===== src/rtl/ddr_clear_pkg.sv =====
// Shared types and helpers for the DDR3 clear engine.
// Word addresses are 64-bit granular, 29 bits wide.
package ddr_clear_pkg;

  localparam int DDR_AW = 29;
  localparam int DDR_DW = 64;

  typedef enum logic [1:0] {
    S_IDLE,
    S_ISSUE,
    S_BEATS,
    S_DONE
  } state_e;

  function automatic logic [7:0] min_burst(
    input logic [DDR_AW-1:0] remaining,
    input int                burst_len
  );
    logic [DDR_AW-1:0] bl;
    bl = DDR_AW'(burst_len);
    return (remaining < bl) ? remaining[7:0] : bl[7:0];
  endfunction

endpackage


===== src/rtl/ddr_clear_engine.sv =====
// Avalon-MM burst-write master filling a DDR3 region with FILL.
// Read side tied off; one FSM plus beat and word counters.
module ddr_clear_engine
  import ddr_clear_pkg::*;
#(
  parameter int                BURST_LEN = 128,
  parameter logic [DDR_DW-1:0] FILL      = 64'h0
) (
  input  logic              clk_sys,
  input  logic              reset,
  input  logic              start,
  input  logic              abort,
  input  logic [DDR_AW-1:0] base_addr,
  input  logic [DDR_AW-1:0] len_words,
  output logic              busy,
  output logic              done,
  output logic              aborted,
  output logic [DDR_AW-1:0] words_left,
  input  logic              DDRAM_BUSY,
  output logic [7:0]        DDRAM_BURSTCNT,
  output logic [DDR_AW-1:0] DDRAM_ADDR,
  output logic [DDR_DW-1:0] DDRAM_DIN,
  output logic [7:0]        DDRAM_BE,
  output logic              DDRAM_WE,
  output logic              DDRAM_RD
);

  state_e            state_q, state_d;
  logic [DDR_AW-1:0] addr_q, addr_d;
  logic [DDR_AW-1:0] ddr_addr_q, ddr_addr_d;
  logic [DDR_AW-1:0] words_left_q, words_left_d;
  logic [7:0]        burstcnt_q, burstcnt_d;
  logic [7:0]        beat_q, beat_d;
  logic              we_q, we_d;
  logic              busy_q, busy_d;
  logic              done_q, done_d;
  logic              aborted_q, aborted_d;
  logic              abort_lat_q, abort_lat_d;
  logic [7:0]        next_cnt;

  assign next_cnt = min_burst(words_left_q, BURST_LEN);

  always_comb begin
    state_d      = state_q;
    addr_d       = addr_q;
    ddr_addr_d   = ddr_addr_q;
    words_left_d = words_left_q;
    burstcnt_d   = burstcnt_q;
    beat_d       = beat_q;
    we_d         = we_q;
    busy_d       = busy_q;
    done_d       = 1'b0;
    aborted_d    = aborted_q;
    abort_lat_d  = abort_lat_q;
    unique case (state_q)
      S_IDLE: begin
        if (start) begin
          addr_d       = base_addr;
          words_left_d = len_words;
          aborted_d    = 1'b0;
          abort_lat_d  = 1'b0;
          if (len_words != '0) begin
            state_d = S_ISSUE;
            busy_d  = 1'b1;
          end else begin
            state_d = S_DONE;
            done_d  = 1'b1;
          end
        end
      end
      S_ISSUE: begin
        abort_lat_d = abort_lat_q | abort;
        ddr_addr_d  = addr_q;
        burstcnt_d  = next_cnt;
        beat_d      = next_cnt;
        we_d        = 1'b1;
        state_d     = S_BEATS;
      end
      S_BEATS: begin
        abort_lat_d = abort_lat_q | abort;
        if (we_q) begin
          if (!DDRAM_BUSY) begin
            beat_d       = beat_q - 8'd1;
            words_left_d = words_left_q - 1'b1;
            if (beat_q == 8'd1) begin
              we_d   = 1'b0;
              addr_d = addr_q + DDR_AW'(burstcnt_q);
            end
          end
        // WE already dropped: burst finished, pick next step
        end else if (words_left_q == '0 || abort_lat_q) begin
          state_d   = S_DONE;
          done_d    = 1'b1;
          busy_d    = 1'b0;
          aborted_d = (words_left_q != '0);
        end else begin
          state_d = S_ISSUE;
        end
      end
      S_DONE: begin
        state_d     = S_IDLE;
        abort_lat_d = 1'b0;
        aborted_d   = 1'b0;
      end
    endcase
  end

  always_ff @(posedge clk_sys) begin
    if (reset) begin
      state_q      <= S_IDLE;
      addr_q       <= '0;
      ddr_addr_q   <= '0;
      words_left_q <= '0;
      burstcnt_q   <= '0;
      beat_q       <= '0;
      we_q         <= 1'b0;
      busy_q       <= 1'b0;
      done_q       <= 1'b0;
      aborted_q    <= 1'b0;
      abort_lat_q  <= 1'b0;
    end else begin
      state_q      <= state_d;
      addr_q       <= addr_d;
      ddr_addr_q   <= ddr_addr_d;
      words_left_q <= words_left_d;
      burstcnt_q   <= burstcnt_d;
      beat_q       <= beat_d;
      we_q         <= we_d;
      busy_q       <= busy_d;
      done_q       <= done_d;
      aborted_q    <= aborted_d;
      abort_lat_q  <= abort_lat_d;
    end
  end

  assign busy           = busy_q;
  assign done           = done_q;
  assign aborted        = aborted_q;
  assign words_left     = words_left_q;
  assign DDRAM_BURSTCNT = burstcnt_q;
  assign DDRAM_ADDR     = ddr_addr_q;
  assign DDRAM_DIN      = FILL;
  assign DDRAM_BE       = 8'hFF;
  assign DDRAM_WE       = we_q;
  assign DDRAM_RD       = 1'b0;

endmodule


===== config.mk =====
export PLATFORM = sky130hd
export DESIGN_NAME = ddr_clear_engine
export DESIGN_NICKNAME = d
export VERILOG_FILES = /design/src/rtl/ddr_clear_pkg.sv /design/src/rtl/ddr_clear_engine.sv
export SDC_FILE = /design/constraint.sdc
export NUM_CORES = 1
export LEC_CHECK = 0
export BUFFER_PORTS_ARGS = -buffer_cell sky130_fd_sc_hd__clkbuf_2
export CAP_MARGIN = 30
export CORE_ASPECT_RATIO = 0.7
export CORE_MARGIN = 2
export CORE_UTILIZATION = 53
export DETAILED_ROUTE_END_ITERATION = 10
export PLACE_DENSITY_LB_ADDON = 0.1
export SKIP_LAST_GASP = 1
export SYNTH_ARGS = -nofsm -noshare
export SYNTH_HDL_FRONTEND = slang
export SYNTH_SLANG_ARGS = --single-unit

===== constraint.sdc =====
create_clock -name clk_sys -period 3.2 [get_ports clk_sys]
set_input_delay 0.64 -clock clk_sys [delete_from_list [all_inputs] [get_ports clk_sys]]
set_output_delay 0.64 -clock clk_sys [all_outputs]
set_load 0.1 [all_outputs]

==> results.txt <==
H-tree depth: 3
clock transition time at the flip-flop clock pins of the worst setup and hold paths: 0.08 ns
R2R depth: 8
chip height: 100 um
Fillers: 1274
total track usage: 0.286
number of I/O pins: 206
largest fanout on the critical path: 21
Vias/cell: 5.99
highest clock rate: 357 MHz
dpl hpwl: 14.4 mm
Seq/Total Area, Yosys: 0.316
crit path kind: reg -> reg
Vias: 6897
worst slew pin tran: 0.866 ns
Initial DRT Pass Iterations: 5
R2R Path End: addr_q[19]
clock sinks: 110
Lkg Pwr: 3.19 nW
Avg WL per Cell: 17.6 um
ys async rst share: 0
Tightest Hold Check Type: reg -> reg
Post-CTS Setup Inserts: 0
hold_buf cts: 0
Die Wd: 141 um
clock period minus final worst setup slack: 2.80 ns
WHS Path Cells: 2
worst reg2reg path startpoint: state_q[0]
initial antenna violation count: 0
CP required: 3.42 ns
data arrival time of the critical path: 3.03 ns
number of nets in the layout: 1060
layout cells sized above 1: 0.190
synthesis-stage register bit count: 110
diode count: 0
Post-synth EDFFs: 0
synth warn: 0
part of the cycle the worst path needs: 0.876
largest net degree at the start of global routing: 45
root buf cell: clkbuf_16
relative slew slack: 0.417
Setup WS pre-CTS: 0.509 ns
TritonCTS clock tree: yes
VDD IR max: 581 uV
drc violations: 0
number of global-route vias before repair: 5960
total core area: 13000 um^2
Starting Density: 0.536
Syn Area/Cell: 7.97 um^2
Setup Total Neg Slack: 0 ns
synthesis-to-finish area growth: 11.6%
hold path startpoint: DDRAM_BURSTCNT[0]
Die Area: 14100 um^2
Max Root-Sink Buffers: 2
clk_skew: 0.00798 ns
Hold Violations, Final: 0
Worst R2R Setup Slack: 0.40 ns
Routability Congestion: 0.904
hold endpoint: DDRAM_BURSTCNT[0]
first-pass GRT wire length: 32.5 mm
cts bufs inserted: 9
Final ANT Viol Nets: 0
Rows: 35
drt total wl: 20.3 mm
I/O Buffers: 132
CP startpoint kind: flop
grt total ovfl: 0
RSZ-0062 raised after global routing: no
P per Cell Area: 1000 nW/um^2
post-CTS sizing: 0
Crit. End Element: flop
status: finished, final reports clean
max-slew violations: 0
Initial DRC Count: 685
cell count after synthesis: 875
worst setup margin: 0.396 ns
total of max-cap violations: 0
Worst-Skew Late Latency: 0.35 ns
Unique masters post-synth: 76
final-report setup violation count: 0
Mapped Area: 6980 um^2
Most used DFF post-synth: dfxtp_1
## synthesized netlist by cell type (15+ instances only)
cell type | number | share of area
dfxtp_1 | 110 | 0.32
nor2_1 | 88 | 0.047
buf_4 | 73 | 0.079
a21oi_1 | 58 | 0.042
nand2_1 | 50 | 0.027
mux2i_1 | 39 | 0.056
clkbuf_1 | 38 | 0.020
nand3_1 | 31 | 0.022
o21ai_0 | 28 | 0.020
nor3_1 | 25 | 0.018
o211ai_1 | 23 | 0.025
nor4_1 | 22 | 0.020
o21ai_1 | 20 | 0.014
nand4_1 | 18 | 0.016
a211oi_1 | 16 | 0.017
inv_1 | 16 | 0.0086
and3_1 | 15 | 0.013
ha_1 | 15 | 0.027
## metrics by stage
step	power (mW)	std cells	util	instance area [um^2]	hold WS, ns
3_3_place_gp	6.66	1136	0.577	7510	0.476
2_1_floorplan	5.83	946	-	7240	0.455
3_5_place_dp	6.68	1136	0.577	7510	0.477
4_1_cts	7.77	1152	0.599	7790	0.488
5_1_grt	8.27	1152	0.599	7790	0.522
6_report	7.83	1152	0.599	7790	0.491
## logic make-up (layout without fill, tap and decap cells)
family | count (synthesis) | after routing | synth area share
mux | 40 | 40 | 0.0576
flops | 110 | 110 | 0.316
buf+inv | 146 | 186 | 0.120
other cells | 2 | 73 | 0.00108
fa+ha+maj | 16 | 16 | 0.0298
compound gates | 236 | 236 | 0.227
simple gates | 321 | 321 | 0.243
xor+xnor | 4 | 4 | 0.00502
## power breakdown
group          switching [mW]  internal, mW
Clock                   0.535         0.555
Combinational            3.40          1.12
Sequential              0.511          1.71
Total                    4.45          3.38
## state kept, by name, indices dropped and copies added (netlist names), 2 cells and up
register	cells
DDRAM_BURSTCNT	8
state_q	2
DDRAM_ADDR	29
addr_q	29
words_left	29
beat_q	8
## routing by layer
| layer | track usage | routed length [um] |
|---|---|---|
| met1 | 0.448 | 9710 |
| met2 | 0.394 | 8330 |
| met3 | 0.0677 | 2050 |
| met4 | 0.0569 | 157 |
| met5 | 0 | 0 |
## worst max-delay path by stage
| stage | start | end |
|---|---|---|
| 2_1_floorplan | DDRAM_BURSTCNT[0] | addr_q[20] |
| 3_5_place_dp | state_q[0] | addr_q[27] |
| 4_1_cts | state_q[0] | addr_q[27] |
| 5_1_grt | state_q[0] | addr_q[19] |
| 6_report | state_q[0] | addr_q[19] |
| 3_3_place_gp | state_q[0] | addr_q[27] |
## critical path, stage by stage, from the launching register on
cell and delay (ns):
dfxtp_1 0.33, inv_1 0.08, ha_2 0.48, nor2_1 0.21, a211oi_4 0.45, o21ai_1 0.41, buf_4 0.31, o311ai_1 0.29
o211ai_1 0.12
## layout by cell type, fill, tap and decap left out, types with 16 or more instances in the layout
cell,synthesis,layout
dfxtp_1,110,110
o211ai_1,23,23
inv_1,16,16
nand3_1,31,31
nor2_1,88,88
nor4_1,22,22
nand4_1,18,18
buf_4,73,20
nor3_1,25,25
a21oi_1,58,58
conb_1,2,73
mux2i_1,39,39
clkbuf_2,0,131
o21ai_0,28,28
a211oi_1,16,16
nand2_1,50,50
o21ai_1,20,20
## cell type report
class / count / area, um^2 / share of cell area
Clock buffer: 12 / 246 / 0.0317
Tap cell: 166 / 208 / 0.0267
Multi-Input combinational cell: 690 / 4210 / 0.540
Clock inverter: 4 / 31.3 / 0.00402
Timing Repair Buffer: 152 / 826 / 0.106
Inverter: 18 / 67.6 / 0.00868
Sequential cell: 110 / 2200 / 0.283
Power figures use the tool's default switching activity.
